$ cat config.mk
export PLATFORM = sky130hd
export DESIGN_NAME = i2s_slave
export DESIGN_NICKNAME = d
export VERILOG_FILES = /design/src/rtl/i2s_slave.sv
export SDC_FILE = /design/constraint.sdc
export NUM_CORES = 1
export LEC_CHECK = 0
export CAP_MARGIN = 10
export CORE_UTILIZATION = 58
export DETAILED_ROUTE_END_ITERATION = 8
export GPL_ROUTABILITY_DRIVEN = 0
export HOLD_SLACK_MARGIN = 0.15
export PLACE_DENSITY = 0.93
export REMOVE_ABC_BUFFERS = 1
export SYNTH_ARGS = -nofsm -noshare
export SYNTH_HDL_FRONTEND = slang
export SYNTH_SLANG_ARGS = --single-unit
$ cat constraint.sdc
create_clock -name clk -period 4.4 [get_ports clk]
set_input_delay 0.88 -clock clk [delete_from_list [all_inputs] [get_ports clk]]
set_output_delay 0.88 -clock clk [all_outputs]
set_load 0.01 [all_outputs]
$ cat src/rtl/i2s_slave.sv
// I2S slave: synchronizes external BCLK/LRCLK/SDIN into clk, deframes stereo RX words
// and serializes one buffered stereo TX pair. Optional macro I2S_SLAVE_FRAME_CHECK_EN.
module i2s_slave #(
    parameter int unsigned DSZ = 16
) (
    input  logic           clk,
    input  logic           reset_n,
    input  logic           i2s_bclk,
    input  logic           i2s_lrclk,
    input  logic           i2s_sdin,
    output logic           i2s_sdout,
    output logic [DSZ-1:0] rx_data,
    output logic           rx_chan,
    output logic           rx_valid,
    input  logic           rx_ready,
    input  logic [DSZ-1:0] tx_left_data,
    input  logic [DSZ-1:0] tx_right_data,
    input  logic           tx_valid,
    output logic           tx_ready,
    output logic           rx_overrun,
    output logic           tx_underrun,
    output logic           frame_err
);

    localparam int unsigned CW = $clog2(DSZ + 2);
    localparam logic [CW-1:0] CNT_MAX = CW'(DSZ + 1);

    logic [1:0]     bclk_sync, lrclk_sync, sdin_sync;
    logic           bclk_d;
    logic           lr_prev;
    logic           synced;
    logic [CW-1:0]  rise_cnt;
    logic [DSZ-1:0] rx_shift;
    logic [DSZ-1:0] hold_l, hold_r, right_pend, tx_shift;

    logic           lr_c, sd_c, bclk_rise_c, bclk_fall_c, boundary_c;
    logic           frame_bad_c, deliver_c, left_load_c, right_load_c;
    logic [CW-1:0]  cnt_inc_c;
    logic [DSZ-1:0] word_c;

    // Two-flop synchronizers plus a delayed BCLK copy for edge detection
    always_ff @(posedge clk or negedge reset_n) begin
        if (!reset_n) begin
            bclk_sync  <= 2'b00;
            lrclk_sync <= 2'b00;
            sdin_sync  <= 2'b00;
            bclk_d     <= 1'b0;
        end else begin
            bclk_sync  <= {bclk_sync[0], i2s_bclk};
            lrclk_sync <= {lrclk_sync[0], i2s_lrclk};
            sdin_sync  <= {sdin_sync[0], i2s_sdin};
            bclk_d     <= bclk_sync[1];
        end
    end

    always_comb begin
        lr_c        = lrclk_sync[1];
        sd_c        = sdin_sync[1];
        bclk_rise_c = bclk_sync[1] & ~bclk_d;
        bclk_fall_c = ~bclk_sync[1] & bclk_d;
        boundary_c  = bclk_rise_c && (lr_c != lr_prev);
        cnt_inc_c   = (rise_cnt == CNT_MAX) ? rise_cnt : rise_cnt + CW'(1);
        word_c      = {rx_shift[DSZ-2:0], sd_c};
`ifdef I2S_SLAVE_FRAME_CHECK_EN
        frame_bad_c = (cnt_inc_c != CW'(DSZ));
`else
        frame_bad_c = 1'b0;
`endif
        deliver_c    = boundary_c && synced && !frame_bad_c;
        left_load_c  = boundary_c && synced && !lr_c;
        right_load_c = boundary_c && synced && lr_c;
    end

    // Receive shifter, rise counter and word-select tracking
    always_ff @(posedge clk or negedge reset_n) begin
        if (!reset_n) begin
            rx_shift <= '0;
            rise_cnt <= '0;
            lr_prev  <= 1'b0;
            synced   <= 1'b0;
        end else if (bclk_rise_c) begin
            rx_shift <= word_c;
            lr_prev  <= lr_c;
            rise_cnt <= boundary_c ? '0 : cnt_inc_c;
            if (boundary_c) begin
                synced <= 1'b1;
            end
        end
    end

    // Receive output register; a new word may replace one being accepted this clk
    always_ff @(posedge clk or negedge reset_n) begin
        if (!reset_n) begin
            rx_data    <= '0;
            rx_chan    <= 1'b0;
            rx_valid   <= 1'b0;
            rx_overrun <= 1'b0;
        end else begin
            rx_overrun <= 1'b0;
            if (rx_valid && rx_ready) begin
                rx_valid <= 1'b0;
            end
            if (deliver_c) begin
                if (!rx_valid || rx_ready) begin
                    rx_data  <= word_c;
                    rx_chan  <= lr_prev;
                    rx_valid <= 1'b1;
                end else begin
                    rx_overrun <= 1'b1;
                end
            end
        end
    end

`ifdef I2S_SLAVE_FRAME_CHECK_EN
    always_ff @(posedge clk or negedge reset_n) begin
        if (!reset_n) begin
            frame_err <= 1'b0;
        end else begin
            frame_err <= boundary_c && synced && frame_bad_c;
        end
    end
`else
    assign frame_err = 1'b0;
`endif

    // Transmit holding register, right-channel pending word and output shifter
    always_ff @(posedge clk or negedge reset_n) begin
        if (!reset_n) begin
            hold_l      <= '0;
            hold_r      <= '0;
            right_pend  <= '0;
            tx_shift    <= '0;
            tx_ready    <= 1'b1;
            tx_underrun <= 1'b0;
            i2s_sdout   <= 1'b0;
        end else begin
            tx_underrun <= 1'b0;
            if (tx_valid && tx_ready) begin
                hold_l   <= tx_left_data;
                hold_r   <= tx_right_data;
                tx_ready <= 1'b0;
            end
            if (left_load_c) begin
                if (!tx_ready) begin
                    tx_shift   <= hold_l;
                    right_pend <= hold_r;
                    tx_ready   <= 1'b1;
                end else begin
                    tx_shift    <= '0;
                    right_pend  <= '0;
                    tx_underrun <= 1'b1;
                end
            end else if (right_load_c) begin
                tx_shift <= right_pend;
            end else if (bclk_fall_c && synced) begin
                i2s_sdout <= tx_shift[DSZ-1];
                tx_shift  <= {tx_shift[DSZ-2:0], 1'b0};
            end
        end
    end

endmodule
==> results by group <==
Status
  – Outcome: finished, final reports clean

Worst setup path
  – Crit path max-delay family: simple AND/OR/NAND/NOR gates
  – CP endpoint kind: flop
  – R2R cell count: 5
  – CP Cell Sequence: nor2b_1 > buf_4 > nand3_1 > nor2b_2 > mux2_2
  – CP bufs+invs: 1
  – CP arrival: ~2800 ps
  – CP Max Fanout: 17
  – RR Endpoint: rx_data[6]
  – Worst EP required: ~4700 ps
  – Startpoint Class: flop
  – CP max-delay cell: nor2b_2
  – CP Class: reg -> reg
  – R2r setup slk: 1870 ps
  – Worst r2r src: bclk_sync[1]
  – CP peak stage delay: 730 ps

Synth
  – Ys flop type: dfrtp_1
  – Leading area contributor after synthesis: dfrtp_1
  – Cells after synthesis: 377
  – Area fraction of the dominant cell type after synthesis: 0.624
  – Synthesis Warnings: 0
  – Seq/Total Area, Yosys: 0.630
  – Post-synthesis cell type count: 32
  – Synthesized flop and latch total: 110
  – Synth top cells by count: dfrtp_1, nand2_1, mux2_2, o21ai_0
  – Count leader, synth: dfrtp_1
  – Synth top area cells: dfrtp_1, mux2_2, nand2_1
  – Async SR Flop Fraction: 1.00
  – Post-synth EDFFs: 0
  – Post-synthesis average cell area: 11.6 sq um
  – Mapped cell area: 4370 sq um

Clock tree
  – H-tree levels: 3
  – Post-CTS setup buffers: 0
  – Worst-case clock buffer depth: 2
  – Clk slew on worst S/H paths: 100 ps
  – CTS Buf Count: 9
  – CTS Root Cell: clkbuf_8
  – Clock Latency Late Sink: 360 ps
  – CTS tree: built
  – Resized cells post-CTS: 0
  – Hold buffers post-CTS: 0
  – CTS sink cnt: 110

Power and ir drop
  – VDD IR max: 0.246 mV
  – Pwr dens: 525 nW/um^2
  – Static leakage: 2.42 nW

Cells and area
  – Final Util: 0.721
  – Area Overhead vs Synth: 19.6%
  – FILL cells: about 470
  – # diodes: 0
  – Nets: 471
  – Layout cells sized above 1: 0.169

Drt
  – DRC: 0
  – Vias: 2961
  – Drt wl/cell: 16.2 um
  – Post-Route M1 WL: between 3 and 4 mm
  – Iteration-0 DRC count of the detailed router: about 170
  – Drt total wl: slightly below 9 mm
  – Vias per std cell: roughly 5.5
  – Pre-antenna DRT Iters: 4
  – Top sig layer: met4
  – Post-route antenna net violation count: 0
  – Metal2 WL: 4.29 mm
  – Metal3 WL: 363 um

Die
  – Die Ht: ~90 um
  – Die W: roughly 90 um
  – Core ar.: 7250 sq um
  – Initial Util: 0.603
  – # IOs: 62
  – Site Rows: 31
  – Die Area: 7890 sq um

Global routing
  – Total grt overflow: 0
  – Vias in the first global route: 2908
  – Pin count of the biggest net entering global routing: 46
  – Gr usage total: 0.234
  – Initial antenna violation count: 0
  – First-pass GRT wire length: 13.9 mm

STA
  – Endpoints failing setup: 0
  – Pins Over Slew Limit: 0
  – Post-route minimum period: 2530 ps
  – Setup TNS: 0 ps
  – Final hold violations: 0
  – Slew @ Worst Pin: ~880 ps
  – Unrepaired setup endpoints after global routing: false
  – Skew final: 9.87 ps
  – Period utilization: 0.574
  – Fmax: 0.396 GHz
  – Slew headroom: 0.410

Min path
  – Hold WC Path Type: reg -> reg
  – Hold EP: bclk_sync[1]
  – Hold Crit Depth: 0
  – Worst Hold Launch: bclk_sync[0]

Flow run
  – # Max-Cap Violations: 0

Place
  – Hpwl dp: 5.68 mm
  – IO Port Bufs: 60
[metal layers]
layer | global-route usage | vias to the layer above
met1 | 0.319 | 1454
met2 | 0.378 | 96
met4 | 0.0909 | 0
met5 | 0 | -
met3 | 0.0410 | 26
li1 | - | 1385
[flip-flops by register name, summed over array words and instances (netlist names), 15 cells and up]
name	cells
right_pend	16
hold_l	16
rx_data	16
tx_shift	16
hold_r	16
rx_shift	15
[layout by cell type, fill, tap and decap left out, drive strengths merged, types with 2 or more instances in the layout]
cell	netlist	final
clkdlybuf4s50	0	59
o21ai	32	32
dfrtp	109	109
nor3b	2	2
nand2	98	98
nor2	2	2
a21oi	14	14
inv	15	15
nand2b	3	3
nand3	2	2
a32oi	15	15
buf	14	6
clkinv	2	5
nor2b	2	2
clkbuf	7	12
mux2	49	49
[worst reg2reg max path: stages (launching register included)]
cell and delay (ps):
dfrtp_1 390, nor2b_1 410, buf_4 290, nand3_1 170, nor2b_2 730, mux2_2 430
[cell families (layout without fill, tap and decap cells)]
kind of cell / count (synthesis) / count (layout) / share of synthesized area
AOI/OAI and AO/OA: 65 / 65 / 0.0898
xor gates and xnor gates: 1 / 1 / 0.00200
buffers and inverters: 38 / 98 / 0.0401
DFF: 110 / 110 / 0.630
muxes: 50 / 50 / 0.128
other: 1 / 1 / 0.000858
and+or+nand+nor: 112 / 112 / 0.109
[final cells by class]
cell class,count,area [sq um],share of cell area
clock buffers,12,155,0.0297
repair buffers,65,643,0.123
clock inverters,4,45.0,0.00861
inverters,17,63.8,0.0122
well taps,99,124,0.0237
flip-flops and latches,110,2750,0.527
multi-input cells,229,1440,0.276
[where the power goes]
group	internal (mW)	switching, mW
clock network	0.292	0.310
logic	0.347	0.258
registers	1.34	0.197
total	1.98	0.765
[worst max path at each step]
stage	startpoint	to	cells after the start
finish	bclk_sync[1]	rx_data[6]	5
global route	bclk_sync[1]	rx_chan	5
CTS	bclk_sync[1]	rx_data[6]	5
detailed placement	rx_ready	rx_data[6]	4
global placement	rx_ready	rx_data[0]	4
floorplan	bclk_sync[1]	tx_shift[0]	4
[metrics by stage]
stage | worst slack, ps | std cells | power, mW | hold slack [ps] | area, sq um
finish | 1870 | 536 | 2.74 | 351 | 5230
global route | 1750 | 536 | 2.89 | 366 | 5230
global placement | 1700 | 519 | 2.09 | 334 | 5010
CTS | 1880 | 535 | 2.76 | 355 | 5210
detailed placement | 1640 | 519 | 2.15 | 338 | 5010
floorplan | 1990 | 356 | 1.85 | 331 | 4260
No activity file was read; power rests on OpenSTA's default activity.
